<file path="src/rtl/dcache_pkg.sv">
// ---------------------------------------------------------------------------
// dcache_pkg
// Shared definitions for the direct-mapped write-back data cache:
// cache geometry, address field positions and the controller state encoding.
// Word address layout (30 bits): [1:0] word offset, [4:2] index, [29:5] tag.
// ---------------------------------------------------------------------------
package dcache_pkg;

  // Geometry. TAG_W is derived and must not be set independently.
  localparam int ADDR_W   = 30;
  localparam int INDEX_W  = 3;
  localparam int OFFSET_W = 2;
  localparam int TAG_W    = ADDR_W - INDEX_W - OFFSET_W;
  localparam int WORD_W   = 32;
  localparam int BLOCK_W  = 128;
  localparam int WORDS    = 1 << OFFSET_W;
  localparam int LINES    = 1 << INDEX_W;
  localparam int BADDR_W  = ADDR_W - OFFSET_W;

  // Address slicing positions.
  localparam int INDEX_LSB = OFFSET_W;
  localparam int TAG_LSB   = OFFSET_W + INDEX_W;

  // Controller states.
  typedef enum logic [1:0] {
    IDLE      = 2'd0,
    WRITEBACK = 2'd1,
    ALLOCATE  = 2'd2
  } state_t;

endpackage

</file>
<file path="src/rtl/dcache_line_array.sv">
// ---------------------------------------------------------------------------
// dcache_line_array
// Storage for the cache lines: valid, dirty, tag and 128-bit data per line.
// The indexed line is read combinationally. Two write ports share the index:
// a word write (store hit, sets dirty) and a block write (refill, sets valid,
// clears dirty). Block write wins if both are asserted.
// Ports:
//   clk, rst_n        clock, synchronous active-low reset (clears valid/dirty)
//   index             line selected for read and write
//   line_valid/dirty  flags of the indexed line
//   line_tag/data     tag and data of the indexed line (word0 in [31:0])
//   word_we/offset/data   single-word store into the indexed line
//   block_we/tag/data     whole-line refill of the indexed line
// ---------------------------------------------------------------------------
module dcache_line_array
  import dcache_pkg::*;
(
  input  logic                clk,
  input  logic                rst_n,
  input  logic [INDEX_W-1:0]  index,
  output logic                line_valid,
  output logic                line_dirty,
  output logic [TAG_W-1:0]    line_tag,
  output logic [BLOCK_W-1:0]  line_data,
  input  logic                word_we,
  input  logic [OFFSET_W-1:0] word_offset,
  input  logic [WORD_W-1:0]   word_data,
  input  logic                block_we,
  input  logic [TAG_W-1:0]    block_tag,
  input  logic [BLOCK_W-1:0]  block_data
);

  logic [LINES-1:0]  valid_vec;
  logic [LINES-1:0]  dirty_vec;
  logic [TAG_W-1:0]  tag_mem  [LINES];
  logic [WORD_W-1:0] data_mem [LINES][WORDS];

  // Per-line flag registers; only these need reset, the tag/data arrays are
  // meaningless while valid is low.
  genvar gi;
  generate
    for (gi = 0; gi < LINES; gi++) begin : g_flags
      logic valid_reg;
      logic dirty_reg;

      always_ff @(posedge clk) begin
        if (!rst_n) begin
          valid_reg <= 1'b0;
          dirty_reg <= 1'b0;
        end else if (index == INDEX_W'(gi)) begin
          if (block_we) begin
            valid_reg <= 1'b1;
            dirty_reg <= 1'b0;
          end else if (word_we) begin
            dirty_reg <= 1'b1;
          end
        end
      end

      assign valid_vec[gi] = valid_reg;
      assign dirty_vec[gi] = dirty_reg;
    end
  endgenerate

  always_ff @(posedge clk) begin
    if (block_we) begin
      tag_mem[index] <= block_tag;
      for (int w = 0; w < WORDS; w++) begin
        data_mem[index][w] <= block_data[w*WORD_W +: WORD_W];
      end
    end else if (word_we) begin
      data_mem[index][word_offset] <= word_data;
    end
  end

  assign line_valid = valid_vec[index];
  assign line_dirty = dirty_vec[index];
  assign line_tag   = tag_mem[index];

  always_comb begin
    line_data = '0;
    for (int w = 0; w < WORDS; w++) begin
      line_data[w*WORD_W +: WORD_W] = data_mem[index][w];
    end
  end

endmodule

</file>
<file path="src/rtl/dcache_wb.sv">
// ---------------------------------------------------------------------------
// dcache_wb
// Direct-mapped, write-back, write-allocate data cache between the core's
// memory stage and a slow block memory. Hits complete in the request cycle
// with no stall. A miss on a dirty line writes the old block back first, then
// fetches the new block; after the refill the controller returns to IDLE and
// re-runs the lookup, so a store miss is merged by the ordinary hit path.
// The request is not latched: the core holds it stable while proc_stall=1.
// Ports:
//   clk, rst_n            clock, synchronous active-low reset
//   proc_read/proc_write  load / store request (both set is handled as store)
//   proc_addr             30-bit word address
//   proc_wdata            store data
//   proc_rdata            load data, valid when proc_read=1 and proc_stall=0
//   proc_stall            request not yet served
//   mem_read/mem_write    block fill / write-back request (never both)
//   mem_addr              28-bit block address
//   mem_wdata             write-back block, word0 in [31:0]
//   mem_rdata             fill block, word0 in [31:0]
//   mem_ready             one-cycle completion pulse
// ---------------------------------------------------------------------------
module dcache_wb
  import dcache_pkg::*;
(
  input  logic               clk,
  input  logic               rst_n,
  input  logic               proc_read,
  input  logic               proc_write,
  input  logic [ADDR_W-1:0]  proc_addr,
  input  logic [WORD_W-1:0]  proc_wdata,
  output logic [WORD_W-1:0]  proc_rdata,
  output logic               proc_stall,
  output logic               mem_read,
  output logic               mem_write,
  output logic [BADDR_W-1:0] mem_addr,
  output logic [BLOCK_W-1:0] mem_wdata,
  input  logic [BLOCK_W-1:0] mem_rdata,
  input  logic               mem_ready
);

  state_t state_reg, state_next;

  logic [TAG_W-1:0]    req_tag;
  logic [INDEX_W-1:0]  req_index;
  logic [OFFSET_W-1:0] req_offset;
  logic                req;
  logic                hit;
  logic [WORD_W-1:0]   hit_word;

  logic                line_valid;
  logic                line_dirty;
  logic [TAG_W-1:0]    line_tag;
  logic [BLOCK_W-1:0]  line_data;
  logic                word_we;
  logic                block_we;

  assign req_tag    = proc_addr[ADDR_W-1:TAG_LSB];
  assign req_index  = proc_addr[TAG_LSB-1:INDEX_LSB];
  assign req_offset = proc_addr[OFFSET_W-1:0];
  assign req        = proc_read || proc_write;
  assign hit        = line_valid && (line_tag == req_tag);
  assign hit_word   = line_data[32'(req_offset)*WORD_W +: WORD_W];

  dcache_line_array u_lines (
    .clk         (clk),
    .rst_n       (rst_n),
    .index       (req_index),
    .line_valid  (line_valid),
    .line_dirty  (line_dirty),
    .line_tag    (line_tag),
    .line_data   (line_data),
    .word_we     (word_we),
    .word_offset (req_offset),
    .word_data   (proc_wdata),
    .block_we    (block_we),
    .block_tag   (req_tag),
    .block_data  (mem_rdata)
  );

  always_ff @(posedge clk) begin
    if (!rst_n) begin
      state_reg <= IDLE;
    end else begin
      state_reg <= state_next;
    end
  end

  // mem_read/mem_write come from the state alone; mem_addr/mem_wdata are
  // built from the held request and the indexed line, so they stay stable
  // for the whole transfer.
  always_comb begin
    state_next = state_reg;
    proc_stall = 1'b0;
    proc_rdata = '0;
    mem_read   = 1'b0;
    mem_write  = 1'b0;
    mem_addr   = '0;
    mem_wdata  = '0;
    word_we    = 1'b0;
    block_we   = 1'b0;

    case (state_reg)
      IDLE: begin
        if (req) begin
          if (hit) begin
            if (proc_write) begin
              word_we = 1'b1;
            end else begin
              proc_rdata = hit_word;
            end
          end else begin
            proc_stall = 1'b1;
            state_next = (line_valid && line_dirty) ? WRITEBACK : ALLOCATE;
          end
        end
      end

      WRITEBACK: begin
        proc_stall = 1'b1;
        mem_write  = 1'b1;
        mem_addr   = {line_tag, req_index};
        mem_wdata  = line_data;
        if (mem_ready) begin
          state_next = ALLOCATE;
        end
      end

      ALLOCATE: begin
        proc_stall = 1'b1;
        mem_read   = 1'b1;
        mem_addr   = proc_addr[ADDR_W-1:OFFSET_W];
        if (mem_ready) begin
          block_we   = 1'b1;
          state_next = IDLE;
        end
      end

      default: begin
        state_next = IDLE;
      end
    endcase
  end

endmodule

</file>
<file path="config.mk">
export PLATFORM = sky130hd
export DESIGN_NAME = dcache_wb
export DESIGN_NICKNAME = d
export VERILOG_FILES = /design/src/rtl/dcache_pkg.sv /design/src/rtl/dcache_line_array.sv /design/src/rtl/dcache_wb.sv
export SDC_FILE = /design/constraint.sdc
export NUM_CORES = 1
export LEC_CHECK = 0
export ABC_AREA = 1
export CORE_ASPECT_RATIO = 0.8
export CORE_MARGIN = 4
export CORE_UTILIZATION = 30
export CTS_BUF_LIST = sky130_fd_sc_hd__clkbuf_8
export DETAILED_ROUTE_END_ITERATION = 7
export PLACE_DENSITY = 0.45
export REMOVE_ABC_BUFFERS = 1
export SLEW_MARGIN = 40
export SYNTH_ARGS = -nofsm -noshare
export SYNTH_HDL_FRONTEND = slang
export SYNTH_SLANG_ARGS = --single-unit
export TNS_END_PERCENT = 20
</file>
<file path="constraint.sdc">
create_clock -name clk -period 3.4 [get_ports clk]
set_input_delay 0.68 -clock clk [delete_from_list [all_inputs] [get_ports clk]]
set_output_delay 0.68 -clock clk [all_outputs]
set_load 0.01 [all_outputs]
</file>
==> flow_metrics.py, run 1 <==
metrics = {
    "worst_setup_path": {
        "r2r-end": "u_lines.data_mem[7][70]",
        "cp_max_fo": 8,
        "critPathRequiredTime_ns": 2.72,
        "worstSetupPathType": "reg -> out",
        "regToRegStartpoint": "u_lines.tag_mem[3][7]",
        "r2r_cells": 27,
        "end_kind": "primary output",
        "regToRegSetupSlack_ns": -0.21,
        "crit_path_start_kind": "register",
        "crit_arrival_ns": 3.31,
    },
    "clocking": {
        "ctsHoldBuffers": 0,
        "cts_tree": "done",
        "htree_levels": 4,
        "numCtsBuffers": 199,
        "path_clk_slew_ns": 0.06,
        "cts.path.max_buffers": 3,
        "cts_sinks": 1242,
        "clockRootBuffer": "clkbuf_8",
        "clk_latency_ns": 0.96,
    },
    "cells_and_area": {
        "nNetsFinal": 5168,
        "multiInputGateArea_sq_um": 13030,
        "largest_reg_flops": 1024,
        "drive_gt1_share_pct": 25.01,
        "mostFrequentLayoutCells": "edfxtp_1 (1224), nand2_1 (661), buf_4 (489)",
        "fillerInstances": 15780,
        "seq_area_sq_um": 37120,
        "area_growth_pct": 37.28,
        "top_regs": "u_lines.data_mem (1024), u_lines.tag_mem (200)",
        "final_common_cell": "edfxtp_1",
        "top_register": "u_lines.data_mem",
        "stdcell_count": 7375,
    },
    "yosys": {
        "yosys_register_bits": 1242,
        "syn_area_sq_um": 50410,
        "synth_area_per_cell_sq_um": 12.79,
        "ys_seq_area_share_pct": 73.63,
        "ys_warn_count": 0,
        "synth.distinct_cells": 30,
        "synth_cells": 3941,
    },
    "timing": {
        "max_slew_margin_pct": 36.33,
        "worstMarginPinSlew_ns": 0.9521,
        "period_share_pct": 117.3,
        "fin_worst_skew_ns": 0.07751,
        "hold_ws_ns": 0.4305,
        "setup_viol_count_final": 1608,
        "min_period_ns": 3.987,
        "drv_slew": 0,
        "fmax_mhz": 250.8,
        "hold_viol_final": 0,
        "setup_ws_ns": -0.5865,
        "rsz0062_at_grt": "true",
    },
    "pwr": {
        "p_sw_uw": 8538,
        "power.clock.fraction_pct": 36.9,
        "switching_share_pct": 26.05,
        "p_int_uw": 24240,
        "power_leakage_uw": 0.02490,
        "pwr-share-comb_pct": 11.2,
        "seqPwrFrac_pct": 52.0,
        "vdd_drop_max_mv": 0.3957,
        "power_density_nw_per_um2": 473.7,
    },
    "die": {
        "die_x_um": 466.3,
        "start_util_pct": 30.22,
        "row_count": 134,
        "dieArea_sq_um": 174700,
        "core_sq_um": 166800,
        "io-pin-count": 386,
        "die-height_um": 374.6,
    },
    "detailed_routing": {
        "vias_per_cell": 5.173,
        "drt-total-wl_mm": 208.8,
        "drt_iter0_markers": 3873,
        "drc": 0,
        "ant_nets": 0,
        "vias": 38150,
        "first_pass_iters": 5,
        "wl_per_cell_um": 28.31,
    },
    "global_route": {
        "antenna_found_initial": 15,
        "grt_max_degree": 76,
        "grt_pass1_vias": 36840,
        "grt_pass1_wl_mm": 285.7,
        "grt.overflow.total": 0,
        "track_usage_pct": 22.87,
    },
    "hold_path": {
        "holdPathEnd": "u_lines.data_mem[3][5]",
        "hold_depth": 3,
        "hp-class": "in -> reg",
        "hp-start": "proc_wdata[5]",
    },
    "status": {
        "failed_checks": "negative setup slack",
        "status": "complete, but fails checks",
    },
    "job": {
        "maxCapViolations": 0,
    },
    "placement": {
        "place_inst": 6914,
        "io_buffer_count": 385,
        "gp_congestion": 0.8228,
        "post-dp-hpwl_mm": 130.6,
        "dp_slack_ns": -1.173,
    },
}
[final cells by class]
cell class,count,share of cell area (%)
Timing Repair Buffer,1096,17.38
Clock inverter,159,1.284
Timing Repair inverter,2,0.05605
Multi-Input combinational cell,2305,18.82
Clock buffer,199,3.958
Tap cell,2244,4.058
Sequential cell,1242,53.64
Antenna cell,5,0.01808
Inverter,123,0.7757
[power groups by stage]
stage | Clock (uW) | Sequential [uW] | Combinational (uW)
2_1_floorplan | 0 | 17300 | 1190
3_3_place_gp | 0 | 17300 | 3290
3_5_place_dp | 0 | 17400 | 3290
4_1_cts | 12300 | 17000 | 3580
5_1_grt | 13000 | 17000 | 3860
6_report | 12100 | 17000 | 3660
[worst max-delay path, stage by stage (launching register included)]
cell       delay (ns)
edfxtp_1         0.37
nand2_1          0.08
nand2_1          0.05
nand2_1          0.06
nand3_2          0.10
nand3b_1         0.28
nand2_1          0.09
nor2_1           0.09
nand2_1          0.06
nor2_1           0.11
nand2_1          0.10
nor2_4           0.12
nand4_1          0.16
buf_12           0.23
clkbuf_16        0.22
nor2_2           0.08
buf_2            0.13
[what timing repair did]
| item | CTS | global route |
|---|---|---|
| gates cloned | 25 | 14 |
| setup endpoints to repair | 238 | 2244 |
| resized for setup | 410 | 302 |
| pin swaps | 56 | 49 |
| buffers inserted | 54 | 23 |
[how the worst max path moves through the flow]
stage / start / to / slack (ns)
floorplan: proc_addr[2] / u_lines.data_mem[0][0] / -11.23
global placement: proc_addr[2] / proc_rdata[2] / -1.14
detailed placement: proc_addr[2] / proc_rdata[7] / -1.17
CTS: u_lines.tag_mem[7][7] / proc_rdata[7] / -0.58
global route: u_lines.tag_mem[1][24] / proc_rdata[3] / -0.82
finish: u_lines.tag_mem[3][7] / proc_rdata[5] / -0.59
[per-stage QoR]
stage / total power (uW) / setup TNS, ns / util (%) / area [sq um]
finish: 32780 / -187.14 / 41.48 / 69200
global route: 33920 / -789.89 / 41.48 / 69190
CTS: 32940 / -800.81 / 40.60 / 67740
detailed placement: 20640 / -1530.60 / 37.24 / 62130
global placement: 20630 / -1487.26 / 37.25 / 62140
floorplan: 18530 / - / - / 49340
[kinds of logic after synthesis]
kind of cell | count (synthesis) | synth area share, %
DFF | 1242 | 73.63
AOI/OAI and AO/OA | 793 | 10.60
buffers and inverters | 394 | 3.038
and+or+nand+nor | 1508 | 12.63
adders and majority gates | 4 | 0.09929
[routing by layer]
| layer | vias to the layer above | GRT usage (%) | share of wire (%) |
|---|---|---|---|
| li1 | 16910 | - | - |
| met1 | 19470 | 32.17 | 44 |
| met2 | 1514 | 36.33 | 47 |
| met3 | 255 | 3.592 | 6.3 |
| met4 | 2 | 7.185 | 2.8 |
| met5 | - | 0 | 0.0034 |
[cells in the mapped netlist]
library cell | n | share of area [%]
nor2_1 | 249 | 1.9
a221oi_1 | 6 | 0.10
buf_4 | 3 | 0.045
o21bai_1 | 1 | 0.015
inv_1 | 115 | 0.86
ha_1 | 4 | 0.099
nand3b_1 | 15 | 0.22
a22o_1 | 9 | 0.16
a22oi_1 | 475 | 7.1
o21ai_0 | 102 | 1.0
o21ai_1 | 55 | 0.55
and2_1 | 1 | 0.012
nor2_2 | 1 | 0.012
buf_2 | 33 | 0.33
inv_2 | 6 | 0.045
nand2_1 | 770 | 5.7
nand3_1 | 429 | 4.3
buf_1 | 41 | 0.31
dfxtp_1 | 18 | 0.71
edfxtp_1 | 1224 | 73
a32oi_1 | 5 | 0.087
clkinv_1 | 2 | 0.015
a21oi_1 | 65 | 0.65
o22ai_1 | 68 | 0.84
o211ai_1 | 1 | 0.015
clkbuf_1 | 194 | 1.4
o21a_1 | 2 | 0.030
o21ai_2 | 4 | 0.069
and3_1 | 5 | 0.062
nand4_1 | 38 | 0.47
No activity file was read; power rests on OpenSTA's default activity.
==> run 2: changes to the inputs <==
--- a/config.mk
+++ b/config.mk
@@ -9,7 +9,6 @@
 export CORE_ASPECT_RATIO = 0.8
 export CORE_MARGIN = 4
 export CORE_UTILIZATION = 30
-export CTS_BUF_LIST = sky130_fd_sc_hd__clkbuf_8
 export DETAILED_ROUTE_END_ITERATION = 7
 export PLACE_DENSITY = 0.45
 export REMOVE_ABC_BUFFERS = 1
==> flow_metrics.py, run 2 (synthesis gave the netlist of run 1 again) <==
metrics = {
    "worst_setup_path": {
        "end_kind": "primary output",
        "worstSetupPathType": "reg -> out",
        "critPathRequiredTime_ns": 2.72,
        "crit_path_start_kind": "register",
        "regToRegStartpoint": "u_lines.tag_mem[7][10]",
        "r2r_cells": 23,
        "cp_max_fo": 8,
        "crit_arrival_ns": 3.13,
        "startpoint": "u_lines.tag_mem[7][10]",
    },
    "status": {
        "status": "complete, but fails checks",
        "failed_checks": "negative setup slack",
    },
    "cells_and_area": {
        "drive_gt1_share_pct": 26.20,
        "largest_reg_flops": 1024,
        "top_regs": "u_lines.data_mem (1024), u_lines.tag_mem (200)",
        "design_area_sq_um": 70130,
        "top_register": "u_lines.data_mem",
        "fillerInstances": 15590,
        "mostFrequentLayoutCells": "edfxtp_1 (1224), nand2_1 (612), buf_4 (490)",
        "post-route-util_pct": 42.04,
        "area_growth_pct": 39.12,
        "nNetsFinal": 5119,
        "final_common_cell": "edfxtp_1",
    },
    "timing": {
        "fin_setup_tns_ns": -29.30,
        "fmax_mhz": 262.6,
        "fin_worst_skew_ns": 0.03707,
        "period_share_pct": 112.0,
        "hold_ws_ns": 0.4559,
        "worstMarginPinSlew_ns": 0.9459,
        "max_slew_margin_pct": 36.74,
        "setup_ws_ns": -0.4081,
        "drv_slew": 0,
        "hold_viol_final": 0,
        "min_period_ns": 3.808,
        "rsz0062_at_grt": "true",
        "setup_viol_count_final": 398,
    },
    "clocking": {
        "clockRootBuffer": "clkbuf_16",
        "htree_levels": 4,
        "cts_tree": "done",
        "cts_sinks": 1242,
        "ctsHoldBuffers": 0,
        "cts.path.max_buffers": 3,
        "path_clk_slew_ns": 0.05,
        "numCtsBuffers": 134,
        "clk_latency_ns": 0.78,
    },
    "pwr": {
        "power.clock.fraction_pct": 40.0,
        "power_density_nw_per_um2": 494.0,
        "pwr-share-comb_pct": 10.8,
        "switching_share_pct": 24.60,
        "p_int_uw": 26120,
        "power_leakage_uw": 0.02573,
        "vdd_drop_max_mv": 0.5434,
        "seqPwrFrac_pct": 49.2,
        "p_sw_uw": 8520,
    },
    "detailed_routing": {
        "vias_per_cell": 5.206,
        "drt_iter0_markers": 3741,
        "wl_per_cell_um": 28.70,
        "vias": 37830,
        "drc": 0,
        "drt-total-wl_mm": 208.5,
        "ant_nets": 0,
        "first_pass_iters": 5,
    },
    "placement": {
        "gp_congestion": 0.8228,
        "post-dp-hpwl_mm": 130.6,
        "dp_slack_ns": -1.173,
        "place_area_sq_um": 62130,
        "io_buffer_count": 385,
    },
    "die": {
        "io-pin-count": 386,
        "die_x_um": 466.3,
        "start_util_pct": 30.22,
        "core_sq_um": 166800,
        "dieArea_sq_um": 174700,
        "die-height_um": 374.6,
        "row_count": 134,
    },
    "global_route": {
        "antenna_found_initial": 11,
        "grt_pass1_wl_mm": 285.2,
        "grt.overflow.total": 0,
        "grt_pass1_vias": 36440,
        "track_usage_pct": 22.83,
        "grt_max_degree": 76,
    },
    "hold_path": {
        "hold_depth": 2,
        "hp-start": "u_lines.g_flags[4].dirty_reg",
        "hp-class": "reg -> reg",
    },
    "job": {
        "maxCapViolations": 0,
    },
}
==> run 2: per-layer routing <==
layer	global-route usage, %	wire [um]	up-vias
met2	36.29	96720	1279
met1	32.02	92210	19490
li1	-	-	16790
met3	3.541	12860	262
met4	7.399	6698	4
met5	0	27	-
==> run 2: worst max-delay path: stages (launching register included) <==
cell	delay (ns)
edfxtp_1	0.37
nand2_1	0.08
nand2_1	0.05
nand2_1	0.05
nand3_1	0.11
nand2_1	0.11
nand2_1	0.05
nand2_1	0.08
nand3_2	0.16
nor2_2	0.15
nand3_2	0.15
nor2_4	0.16
nand4_1	0.16
buf_12	0.22
clkbuf_16	0.22
nor2_4	0.10
buf_6	0.11
==> run 2: area by class of cell <==
class                           instances  area (sq um)  area share (%)
Multi-Input combinational cell       2305         13200           18.82
Clock buffer                          179          3585           5.112
Tap cell                             2244          2808           4.004
Timing Repair inverter                  2         20.02         0.02855
Antenna cell                            3         7.507         0.01071
Sequential cell                      1242         37120           52.93
Inverter                              123         533.0          0.7601
Clock inverter                         56         495.5          0.7065
Timing Repair Buffer                 1112         12360           17.63
==> run 2: path summary, 6_finish.rpt <==
check                                       to  slack, ns
setup / recovery                proc_rdata[28]      -0.41
hold / removal    u_lines.g_flags[4].dirty_reg       0.46
setup reg to reg       u_lines.data_mem[1][22]      -0.11
hold reg to reg   u_lines.g_flags[4].dirty_reg       0.46
==> run 2: repair_timing <==
item	4_1_cts	5_1_grt
hold endpoints to repair	0	0
setup buffers	70	15
cloned	30	17
endpoints found under the setup margin	404	2240
resized for setup	596	328
pin swaps	63	45
==> run 2: stage by stage <==
step / std cells / total power [uW]
floorplan: 3670 / 18530
global placement: 6914 / 20630
detailed placement: 6914 / 20640
CTS: 7244 / 34810
global route: 7265 / 35740
finish: 7266 / 34640
==> run 2: power by group through the flow <==
stage | combinational, uW | sequential (uW) | clock [uW]
finish | 3750 | 17000 | 13900
global route | 3960 | 17000 | 14700
detailed placement | 3290 | 17400 | 0
floorplan | 1190 | 17300 | 0
CTS | 3670 | 17000 | 14100
global placement | 3290 | 17300 | 0
